File: src/rtl/fp_mul_if.sv
// Operand/result bundle for fp_mul: operand strobe in, product and status out.
interface fp_mul_if #(
  parameter int unsigned WIDTH = 32
);
  logic [WIDTH-1:0] dataa;
  logic [WIDTH-1:0] datab;
  logic             data_valid;
  logic             busy;
  logic             result_valid;
  logic [WIDTH-1:0] result;

  modport master (
    output dataa, datab, data_valid,
    input  busy, result_valid, result
  );

  modport slave (
    input  dataa, datab, data_valid,
    output busy, result_valid, result
  );
endinterface

File: src/rtl/fp_mul.sv
// Sequential shift-add floating-point multiplier: fixed MANT+3 cycle latency,
// truncating normalisation, no special-value handling.
module fp_mul #(
  parameter int unsigned EXP   = 8,
  parameter int unsigned MANT  = 23,
  parameter int unsigned WIDTH = 1 + EXP + MANT
) (
  input  logic    clock,
  input  logic    clock_sreset_n,
  fp_mul_if.slave bus
);

  localparam int unsigned PW = 2 * MANT + 2;
  localparam int unsigned CW = $clog2(MANT + 1);
  localparam logic [EXP-1:0] BIAS = EXP'((1 << (EXP - 1)) - 1);

  typedef enum logic [1:0] {IDLE, SETUP, MULT, NORM} state_t;

  state_t           r_state;
  state_t           w_next;
  logic [WIDTH-1:0] r_a;
  logic [WIDTH-1:0] r_b;
  logic             r_sign;
  logic             r_zero;
  logic [EXP-1:0]   r_exp;
  logic [MANT:0]    r_ma;
  logic [MANT:0]    r_mb;
  logic [PW-1:0]    r_p;
  logic [CW-1:0]    r_cnt;
  logic             r_busy;
  logic             r_result_valid;
  logic [WIDTH-1:0] r_result;

  logic [EXP-1:0]   w_a_exp;
  logic [EXP-1:0]   w_b_exp;
  logic [PW-1:0]    w_addend;
  logic [EXP-1:0]   w_norm_exp;
  logic [MANT-1:0]  w_norm_mant;
  logic [WIDTH-1:0] w_product;

  assign w_a_exp  = r_a[MANT +: EXP];
  assign w_b_exp  = r_b[MANT +: EXP];
  assign w_addend = r_mb[r_cnt] ? (PW'(r_ma) << r_cnt) : '0;

  // State register
  always_ff @(posedge clock) begin
    if (!clock_sreset_n) r_state <= IDLE;
    else                 r_state <= w_next;
  end

  // Next-state logic; data_valid only matters while idle
  always_comb begin
    w_next = r_state;
    case (r_state)
      IDLE:    if (bus.data_valid) w_next = SETUP;
      SETUP:   w_next = MULT;
      MULT:    if (r_cnt == CW'(MANT)) w_next = NORM;
      NORM:    w_next = IDLE;
      default: w_next = IDLE;
    endcase
  end

  // Product in [1,4): shift right by one and bump exponent when the top bit is set
  always_comb begin
    w_norm_exp  = r_exp;
    w_norm_mant = r_p[2*MANT-1 -: MANT];
    if (r_p[PW-1]) begin
      w_norm_exp  = r_exp + EXP'(1);
      w_norm_mant = r_p[2*MANT -: MANT];
    end
    if (r_zero) w_product = WIDTH'({r_sign, {(WIDTH-1){1'b0}}});
    else        w_product = WIDTH'({r_sign, w_norm_exp, w_norm_mant});
  end

  // Datapath and registered outputs
  always_ff @(posedge clock) begin
    if (!clock_sreset_n) begin
      r_a            <= '0;
      r_b            <= '0;
      r_sign         <= 1'b0;
      r_zero         <= 1'b0;
      r_exp          <= '0;
      r_ma           <= '0;
      r_mb           <= '0;
      r_p            <= '0;
      r_cnt          <= '0;
      r_busy         <= 1'b0;
      r_result_valid <= 1'b0;
      r_result       <= '0;
    end else begin
      case (r_state)
        IDLE: begin
          r_a <= bus.dataa;
          r_b <= bus.datab;
        end
        SETUP: begin
          r_sign <= r_a[WIDTH-1] ^ r_b[WIDTH-1];
          r_zero <= (w_a_exp == '0) || (w_b_exp == '0);
          r_exp  <= w_a_exp + w_b_exp - BIAS;
          r_ma   <= {1'b1, r_a[MANT-1:0]};
          r_mb   <= {1'b1, r_b[MANT-1:0]};
          r_p    <= '0;
          r_cnt  <= '0;
        end
        MULT: begin
          r_p   <= r_p + w_addend;
          r_cnt <= r_cnt + CW'(1);
        end
        NORM:    r_result <= w_product;
        default: ;
      endcase
      r_result_valid <= (r_state == NORM);
      r_busy         <= (w_next != IDLE);
    end
  end

  assign bus.busy         = r_busy;
  assign bus.result_valid = r_result_valid;
  assign bus.result       = r_result;

endmodule

File: src/flat_wrapper.sv
// flat-port wrapper written by rule: the top's interface ports become plain ports
module fp_mul_flat 
#(
  parameter int unsigned EXP   = 8,
  parameter int unsigned MANT  = 23,
  parameter int unsigned WIDTH = 1 + EXP + MANT
)
  (clock, clock_sreset_n, bus_dataa, bus_datab, bus_data_valid, bus_busy, bus_result_valid, bus_result);
  fp_mul_if #(.WIDTH(WIDTH)) bus_i ();
  input  logic clock;
  input  logic clock_sreset_n;
  input wire logic [$bits(bus_i.dataa)-1:0] bus_dataa;
  input wire logic [$bits(bus_i.datab)-1:0] bus_datab;
  input wire logic [$bits(bus_i.data_valid)-1:0] bus_data_valid;
  output wire logic [$bits(bus_i.busy)-1:0] bus_busy;
  output wire logic [$bits(bus_i.result_valid)-1:0] bus_result_valid;
  output wire logic [$bits(bus_i.result)-1:0] bus_result;
  assign bus_i.dataa = bus_dataa;
  assign bus_i.datab = bus_datab;
  assign bus_i.data_valid = bus_data_valid;
  assign bus_busy = bus_i.busy;
  assign bus_result_valid = bus_i.result_valid;
  assign bus_result = bus_i.result;
  fp_mul #(.EXP(EXP), .MANT(MANT), .WIDTH(WIDTH)) u_core (.clock(clock), .clock_sreset_n(clock_sreset_n), .bus(bus_i));
endmodule
File: config.mk
export PLATFORM = sky130hd
export DESIGN_NAME = fp_mul_flat
export DESIGN_NICKNAME = d
export VERILOG_FILES = /design/src/rtl/fp_mul_if.sv /design/src/rtl/fp_mul.sv /design/src/flat_wrapper.sv
export SDC_FILE = /design/constraint.sdc
export NUM_CORES = 1
export LEC_CHECK = 0
export CORE_ASPECT_RATIO = 0.5
export CORE_UTILIZATION = 41
export CTS_CLUSTER_SIZE = 28
export DETAILED_ROUTE_END_ITERATION = 12
export PLACE_DENSITY = 0.66
export SYNTH_ARGS = -nofsm -noshare
export SYNTH_HDL_FRONTEND = slang
export SYNTH_SLANG_ARGS = --single-unit
File: constraint.sdc
create_clock -name clock -period 5.6 [get_ports clock]
set_input_delay 1.12 -clock clock [delete_from_list [all_inputs] [get_ports clock]]
set_output_delay 1.12 -clock clock [all_outputs]
set_load 0.02 [all_outputs]
==> results of run 1 <==
[critical path, cell delays in order (launching register included)]
cell and delay, ps:
dfxtp_2 620, mux4_2 380, mux4_2 560, nand2_1 280, and2_1 320, buf_4 250, a21oi_1 120, ha_1 440
nand2_1 150, nor2_1 190, nand3_1 240, nor3_1 310, o21a_1 160, a221oi_1 70, a21oi_2 280, a31oi_1 140
or4_1 420, a31oi_1 160
[power groups by stage]
stage | registers [W] | logic, W | clock network, W
after global routing | 0.00187 | 0.00157 | 0.00163
after global placement | 0.00187 | 0.00140 | 0
after floorplan | 0.00182 | 0.00109 | 0
after detailed placement | 0.00188 | 0.00143 | 0
after CTS | 0.00185 | 0.00144 | 0.00157
final | 0.00185 | 0.00143 | 0.00153
[metrics by stage]
| step | power, W | setup slack [ps] |
|---|---|---|
| after floorplan | 0.002908 | 802.9 |
| after global placement | 0.003271 | 472.5 |
| after detailed placement | 0.003311 | 483.3 |
| after CTS | 0.004859 | 473.1 |
| after global routing | 0.005071 | 145.6 |
| final | 0.004816 | 432.5 |
[cell usage in the layout, fill, tap and decap left out, types with 9 or more instances in the layout]
master             n
nor2_1           275
dfxtp_1          208
mux2i_1          168
a21oi_1          116
clkdlybuf4s50_1  100
nand2_1           89
ha_1              65
o21ai_0           60
nor2b_1           35
xnor2_1           34
a22oi_1           29
a21o_1            26
inv_1             23
xor2_1            21
clkbuf_16         21
nand3_1           20
mux4_2            16
buf_4             15
a211oi_1          14
a31oi_1           13
and2_1            12
mux2_2            12
nand4_1           12
nor3_1            11
and3_1             9
[registers in the layout, summed over array words and instances, names as in the netlist]
signal	flops
u_core.r_ma	23
u_core.r_cnt	5
u_core.r_zero	1
u_core.r_sign	1
u_core.r_b	32
u_core.bus.result_valid	1
u_core.r_exp	8
u_core.r_mb	24
u_core.bus.busy	1
u_core.r_state	2
u_core.bus.result	32
u_core.r_p	48
u_core.r_a	32
[logic make-up after synthesis]
| group | after synthesis |
|---|---|
| and+or+nand+nor | 494 |
| AOI/OAI and AO/OA | 318 |
| DFF | 210 |
| muxes | 196 |
| buffers and inverters | 127 |
| adders and majority gates | 69 |
| xor gates and xnor gates | 55 |
[final cells by class]
| class | instances | area, µm² |
|---|---|---|
| clock buffers | 27 | 578.1 |
| clock inverters | 8 | 153.9 |
| fillers | 2779 | 15040 |
| inverters | 25 | 96.34 |
| multi-input cells | 1132 | 7779 |
| flip-flops and latches | 210 | 4207 |
| well taps | 391 | 489.2 |
| repair buffers | 115 | 1114 |
[path summary, 6_finish.rpt]
| kind | end | slack (ps) | cells after the start |
|---|---|---|---|
| worst min register to register | u_core.bus.result[12]$_SDFFE_PN0P_ | 490 | 2 |
| worst min-delay path | u_core.bus.result[12]$_SDFFE_PN0P_ | 490 | 2 |
| worst max-delay path | u_core.r_p[47]$_SDFFE_PN0P_ | 430 | 17 |
| worst max register to register | u_core.r_p[47]$_SDFFE_PN0P_ | 430 | 17 |
[metal layers]
layer  routed length (µm)  vias up
met5                    0        -
met2                14460      275
met3                 1726       41
met4                  500        0
li1                     -     5261
met1                16570     5079
==> flow_metrics.tcl, run 1 <==
set metrics [dict create \
    critPathCaptureType "flop" \
    synth_top_family_by_area "multiplexers" \
    cp_max_fo 22 \
    p_comb_frac 0.298 \
    grt_util_all_layers 0.2078 \
    io_buffers 100 \
    die_h_um 125.3 \
    internal_power_w 0.003234 \
    n_antenna_cell 0 \
    htree_num_levels 1 \
    dieArea_um2 31130 \
    dp.cells 1873 \
    grtUsageMet2 0.3272 \
    clkPwrFrac 0.319 \
    hold_viol 0 \
    startpoint "u_core.r_cnt[1]$_SDFFE_PN0P_" \
    synth_top_area_share 0.3374 \
    syn_inst 1469 \
    drive_gt1_frac 0.06790 \
    synth_area_leader_cell "dfxtp_1" \
    start_util 0.4230 \
    fin_util 0.4895 \
    routed_wl_mm 33.26 \
    seqPwrFrac 0.384 \
    synthSimpleGateAreaFrac 0.1737 \
    yosys-top-cells-count "nor2_1, dfxtp_1, mux2i_1" \
    final_nets 1641 \
    async_reset_ff_frac 0 \
    top_usage_layer "met2" \
    cts.path.max_buffers 3 \
    numCtsBuffers 21 \
    muxShareOfSynthArea 0.1747 \
    grt_pass1_vias 10160 \
    grt_first_pass_wirelength_mm 53.40 \
    route.detailed.drc 0 \
    hpwl_mm 24.35 \
    cts_root_buf "clkbuf_16" \
    viasPerCell 5.585 \
    routedWlPerCell_um 17.43 \
    synth.most_common_cell "nor2_1" \
    vias 10660 \
    area_delta_synth_final_pct 15.71 \
    worstMarginPinSlew_ps 1267 \
    drtIter0Drc 760 \
    power.share.switching 0.3286 \
    irDropWorstVdd_mv 0.4029 \
    postCtsSetupBuffers 0 \
    gr-total-overflow 0 \
    core_area_um2 29450 \
    clock_latency_ps 530 \
    r2r_start "u_core.r_cnt[1]$_SDFFE_PN0P_" \
    final_area_um2 14420 \
    fmax_mhz 193.5 \
    synth_compound_gate_area_share 0.1647 \
    antenna_left 0 \
    first_pass_iters 6 \
    tritoncts "done" \
    status "completed" \
    leakage_nw 5.654 \
    die_x_um 248.5 \
    cp-start-kind "flop" \
    ys_seq_area_frac 0.3374 \
    std_cell_rows 44 \
    rsz0062_at_grt "false" \
    min_period_ps 5168 \
    synthAdderAreaFrac 0.07050 \
    synth_flop_cell "dfxtp_1" \
    avgSynthCellArea_um2 8.482 \
    yosys_register_bits 210 \
    relSlewSlack 0.1521 \
    gp_congestion 0.9336 \
    grt_max_degree 86 \
    stdcell_count 1908 \
    synth_fp_nets 1605 \
    skew_ps 15.03 \
    ys_types 73 \
    p_switching_w 0.001583 \
    holdCritPathClass "flop to flop" \
    met3_usage 0.03227 \
    synth_warnings 0 \
    yosys-top-cells-area "dfxtp_1, mux2i_1, nor2_1" \
    use_met1 0.3013 \
    slew_violations 0 \
    setup_tns_ps 0 \
    postPlaceCellArea_um2 13680 \
    synth_xor_xnor_area_share 0.03866 \
    whs_ps 487.9 \
    crit_required_ps 6050 \
    setup_violations 0 \
    synth_edf_count 0 \
    syn_area_um2 12460 \
    post_cts_resized 0 \
    min_period_over_period 0.9228 \
    clock-sinks 210 \
    ctsHoldBuffers 0 \
    arrival_ps 5610 \
    cts.clk_slew.worst_paths_ps 60 \
    power.density_nw_per_um2 334.1 \
    crit_type "flop to flop" \
    drv_cap 0 \
    ios 101 \
    min-delay-start "u_core.bus.result[12]$_SDFFE_PN0P_" \
    antenna_found_initial 0 \
]
(Power assumes the default switching activity.)
==> run 2, diff against run 1 <==
CORE_MARGIN = 2   (was unset)
==> flow_metrics.tcl, run 2 (synthesis gave the netlist of run 1 again) <==
set metrics [dict create \
    core_area_um2 30120 \
    p_comb_frac 0.293 \
    drv_cap 0 \
    holdCritPathClass "flop to flop" \
    first_pass_iters 5 \
    htree_num_levels 1 \
    grt_util_all_layers 0.1989 \
    seqPwrFrac 0.381 \
    power.share.switching 0.3312 \
    hpwl_mm 23.37 \
    routed_wl_mm 32.20 \
    std_cell_rows 45 \
    viasPerCell 5.442 \
    final_nets 1641 \
    whs_ps 485.9 \
    tritoncts "done" \
    route.detailed.drc 0 \
    setup_ws_ps 562.5 \
    relSlewSlack 0.2186 \
    arrival_ps 5500 \
    cts_root_buf "clkbuf_16" \
    fmax_mhz 198.5 \
    cts.clk_slew.worst_paths_ps 70 \
    holdPathEnd "u_core.bus.result[15]$_SDFFE_PN0P_" \
    numCtsBuffers 22 \
    io_buffers 100 \
    min_period_ps 5038 \
    clock-sinks 210 \
    die_h_um 127.3 \
    antenna_found_initial 0 \
    ios 101 \
    crit_required_ps 6070 \
    dieArea_um2 31880 \
    cp-start-kind "flop" \
    layout_commonest_cell "nor2_1" \
    setup_violations 0 \
    skew_ps 15.06 \
    rsz0062_at_grt "false" \
    pre_cts_ws_ps 457.9 \
    n_antenna_cell 0 \
    gr-total-overflow 0 \
    power.density_nw_per_um2 334.6 \
    vias 10450 \
    holdPathStages 2 \
    worstMarginPinSlew_ps 1168 \
    area_delta_synth_final_pct 16.26 \
    drive_gt1_frac 0.07035 \
    antenna_left 0 \
    power_w 0.004846 \
    grt_first_pass_wirelength_mm 52.05 \
    drtIter0Drc 764 \
    grt_max_degree 91 \
    routedWlPerCell_um 16.77 \
    setup_tns_ps 0 \
    clkPwrFrac 0.326 \
    slew_violations 0 \
    ff2ff_setup_slack_ps 560 \
    critPathCaptureType "flop" \
    irDropWorstVdd_mv 0.2500 \
    gp_congestion 0.9022 \
    status "completed" \
    top_register "u_core.r_p" \
    hold_viol 0 \
    cp_max_fo 30 \
    die_x_um 250.5 \
    start_util 0.4136 \
    r2r_start "u_core.r_cnt[1]$_SDFFE_PN0P_" \
    min_period_over_period 0.8996 \
    cts.path.max_buffers 3 \
    leakage_nw 5.674 \
    grt_pass1_vias 9813 \
    internal_power_w 0.003241 \
    p_switching_w 0.001605 \
    min-delay-start "u_core.bus.result[15]$_SDFFE_PN0P_" \
    clock_latency_ps 540 \
    postCtsSetupBuffers 0 \
    final_cell_mix "nor2_1, dfxtp_1, mux2i_1, a21oi_1, clkdlybuf4s50_1" \
    largest_reg_flops 48 \
    r2r-end "u_core.r_p[47]$_SDFFE_PN0P_" \
    reg2reg_depth 17 \
    crit_type "flop to flop" \
]
## run 2: worst max-delay path: stages (launching register included)
cell,delay [ps]
dfxtp_4,590
mux4_2,360
mux4_2,570
nand2_1,290
and2_1,360
buf_4,270
a21oi_1,80
ha_1,420
nand2_1,150
nor2_1,150
nand3_1,230
nor3_1,310
o21a_1,160
a221oi_1,60
a21oi_2,240
a31oi_1,120
or4_1,410
a31oi_1,160
## run 2: power groups by stage
| stage | Combinational, W | Sequential, W | Clock (W) |
|---|---|---|---|
| floorplan | 0.00109 | 0.00182 | 0 |
| global placement | 0.00141 | 0.00187 | 0 |
| detailed placement | 0.00142 | 0.00188 | 0 |
| CTS | 0.00143 | 0.00185 | 0.00161 |
| global route | 0.00156 | 0.00187 | 0.00168 |
| finish | 0.00142 | 0.00185 | 0.00158 |
## run 2: how the worst max path moves through the flow
stage                                  from                           to  slack [ps]  depth (start not counted)
2_1_floorplan  u_core.r_cnt[0]$_SDFFE_PN0P_  u_core.r_p[46]$_SDFFE_PN0P_         800                         20
3_3_place_gp   u_core.r_cnt[1]$_SDFFE_PN0P_  u_core.r_p[43]$_SDFFE_PN0P_         570                         16
3_5_place_dp   u_core.r_cnt[1]$_SDFFE_PN0P_  u_core.r_p[47]$_SDFFE_PN0P_         460                         17
4_1_cts        u_core.r_cnt[1]$_SDFFE_PN0P_  u_core.r_p[43]$_SDFFE_PN0P_         420                         16
5_1_grt        u_core.r_cnt[0]$_SDFFE_PN0P_  u_core.r_p[47]$_SDFFE_PN0P_          50                         18
6_report       u_core.r_cnt[1]$_SDFFE_PN0P_  u_core.r_p[47]$_SDFFE_PN0P_         560                         17
## run 2: layer usage
metal | global-route usage | part of all wire | vias to the layer above | wire [µm]
li1 | - | - | 5271 | -
met1 | 0.2872 | 0.50 | 4896 | 16010
met2 | 0.3046 | 0.42 | 232 | 13680
met3 | 0.03830 | 0.056 | 50 | 1797
met4 | 0.05002 | 0.022 | 0 | 706
met5 | 0 | 0 | - | 0
## run 2: layout make-up
| class | instances | area, µm² |
|---|---|---|
| Tap cell | 399 | 499.2 |
| Inverter | 25 | 96.34 |
| Clock inverter | 10 | 163.9 |
| Timing Repair Buffer | 114 | 1110 |
| Sequential cell | 210 | 4209 |
| Clock buffer | 30 | 620.6 |
| Multi-Input combinational cell | 1132 | 7786 |
| Fill cell | 2877 | 15640 |
## run 2: through the flow
| stage | instance area (µm²) | cells | utilization |
|---|---|---|---|
| 2_1_floorplan | 12460 | 1469 | - |
| 5_1_grt | 14490 | 1920 | 0.4809 |
| 4_1_cts | 14480 | 1920 | 0.4807 |
| 3_5_place_dp | 13690 | 1880 | 0.4546 |
| 3_3_place_gp | 13690 | 1880 | 0.4546 |
| 6_report | 14490 | 1920 | 0.4809 |
## run 2: what timing repair did
| action | CTS | global route |
|---|---|---|
| setup endpoints to repair | 0 | 1 |
| resized for setup | 0 | 2 |
| hold buffers | 0 | 0 |
==> run 3, diff against run 2 <==
CORE_UTILIZATION = 59   (was 41)
PLACE_DENSITY = 0.87   (was 0.66)
==> flow_metrics.tcl, run 3 (synthesis gave the netlist of run 1 again) <==
set metrics [dict create \
    hold_viol 0 \
    multi_input_area_um2 7779 \
    status "finished with violations" \
    seqPwrFrac 0.393 \
    numCtsBuffers 20 \
    dieArea_um2 22370 \
    routed_wl_mm 33.51 \
    min-delay-start "u_core.bus.result[19]$_SDFFE_PN0P_" \
    die_h_um 106.8 \
    vias 11030 \
    arrival_ps 5590 \
    cts.path.max_buffers 3 \
    cp_max_fo 17 \
    skew_ps 14.29 \
    ios 101 \
    cts_root_buf "clkbuf_16" \
    route.detailed.drc 1 \
    grt_pass1_vias 10400 \
    internal_power_w 0.003110 \
    largest_reg_flops 48 \
    holdPathStages 2 \
    leakage_nw 5.621 \
    irDropWorstVdd_mv 0.3105 \
    clock_latency_ps 520 \
    viasPerCell 6.161 \
    post_cts_resized 0 \
    p_comb_frac 0.308 \
    min_period_over_period 0.9179 \
    min_period_ps 5140 \
    setup_tns_ps 0 \
    power.density_nw_per_um2 333.6 \
    ff2ff_setup_slack_ps 460 \
    hpwl_mm 23.73 \
    crit_type "flop to flop" \
    first_pass_iters 10 \
    n_antenna_cell 0 \
    relSlewSlack 0.1544 \
    p_switching_w 0.001628 \
    cts.clk_slew.worst_paths_ps 70 \
    reg2reg_depth 17 \
    critPathCaptureType "flop" \
    final_nets 1639 \
    std_cell_rows 37 \
    postCtsSetupBuffers 0 \
    gr-total-overflow 0 \
    tritoncts "done" \
    seq_area_um2 4207 \
    crit_required_ps 6050 \
    clock-sinks 210 \
    core_area_um2 20650 \
    drtIter0Drc 1173 \
    clkPwrFrac 0.299 \
    routedWlPerCell_um 18.72 \
    die_x_um 209.5 \
    cp-start-kind "flop" \
    grt_first_pass_wirelength_mm 53.65 \
    r2r-end "u_core.r_p[47]$_SDFFE_PN0P_" \
    top_register "u_core.r_p" \
    antenna_left 0 \
    drive_gt1_frac 0.06724 \
    fin_util 0.6880 \
    gp_congestion 0.9586 \
    htree_num_levels 1 \
    grt_util_all_layers 0.2949 \
    power.share.switching 0.3436 \
    rsz0062_at_grt "false" \
    n_fill_cell 1590 \
    failed_checks "DRC" \
    io_buffers 100 \
    ctsHoldBuffers 0 \
    fmax_mhz 194.5 \
    area_delta_synth_final_pct 14.02 \
    worstMarginPinSlew_ps 1264 \
    drv_cap 0 \
    holdPathEnd "u_core.bus.result[19]$_SDFFE_PN0P_" \
    setup_violations 0 \
    whs_ps 491.5 \
    slew_violations 0 \
    layout_commonest_cell "nor2_1" \
    holdCritPathClass "flop to flop" \
    antenna_found_initial 0 \
    final_cell_mix "nor2_1, dfxtp_1, mux2i_1, a21oi_1, clkdlybuf4s50_1" \
    grt_max_degree 100 \
    start_util 0.6034 \
    r2r_start "u_core.r_cnt[0]$_SDFFE_PN0P_" \
]
run 3: layout make-up:
class	count	share of cell area
inverter	25	0.006782
sequential	210	0.2961
timing repair buffer	114	0.07786
tap	273	0.02404
multi-input combinational	1132	0.5476
clock inverter	10	0.009424
clock buffer	26	0.03822
run 3: worst max-delay path, stage by stage, from the launching register on:
cell,delay [ps]
dfxtp_2,540
mux4_2,560
mux4_2,560
nand2_1,280
and2_1,300
buf_4,250
a21oi_1,100
ha_1,430
nand2_1,150
nor2_1,170
nand3_1,230
nor3_1,310
o21a_1,160
a221oi_1,60
a21oi_2,250
a31oi_1,120
or4_1,410
a31oi_1,160
run 3: how the worst max path moves through the flow:
stage	endpoint	slack (ps)	from	cells after the start
after floorplan	u_core.r_p[46]$_SDFFE_PN0P_	800	u_core.r_cnt[0]$_SDFFE_PN0P_	20
after global placement	u_core.r_p[43]$_SDFFE_PN0P_	700	u_core.r_cnt[0]$_SDFFE_PN0P_	16
after detailed placement	u_core.r_p[47]$_SDFFE_PN0P_	590	u_core.r_cnt[0]$_SDFFE_PN0P_	17
after CTS	u_core.r_p[47]$_SDFFE_PN0P_	530	u_core.r_cnt[0]$_SDFFE_PN0P_	17
after global routing	u_core.r_p[47]$_SDFFE_PN0P_	100	u_core.r_cnt[0]$_SDFFE_PN0P_	17
final	u_core.r_p[47]$_SDFFE_PN0P_	460	u_core.r_cnt[0]$_SDFFE_PN0P_	17
run 3: metrics by stage:
| stage | cell area [µm²] | instances | worst slack (ps) | power (W) |
|---|---|---|---|---|
| floorplan | 12460 | 1469 | 802.9 | 0.002908 |
| global placement | 13530 | 1754 | 698.1 | 0.003235 |
| detailed placement | 13530 | 1754 | 593.4 | 0.003303 |
| CTS | 14210 | 1790 | 528.5 | 0.004725 |
| global route | 14210 | 1790 | 101.8 | 0.004936 |
| finish | 14210 | 1790 | 459.7 | 0.004739 |
run 3: per-layer routing:
metal  vias to the layer above  global-route usage  part of all wire
li1                       5256                   -                 -
met1                      5269              0.4107              0.45
met2                       427              0.4781              0.45
met3                        77             0.04716             0.074
met4                         0             0.08105             0.026
met5                         -                   0                 0
run 3: power groups by stage:
| stage | clock, W | sequential, W | combinational (W) |
|---|---|---|---|
| after global placement | 0 | 0.00187 | 0.00137 |
| final | 0.00142 | 0.00186 | 0.00146 |
| after floorplan | 0 | 0.00182 | 0.00109 |
| after CTS | 0.00143 | 0.00185 | 0.00145 |
| after detailed placement | 0 | 0.00188 | 0.00142 |
| after global routing | 0.00149 | 0.00188 | 0.00157 |
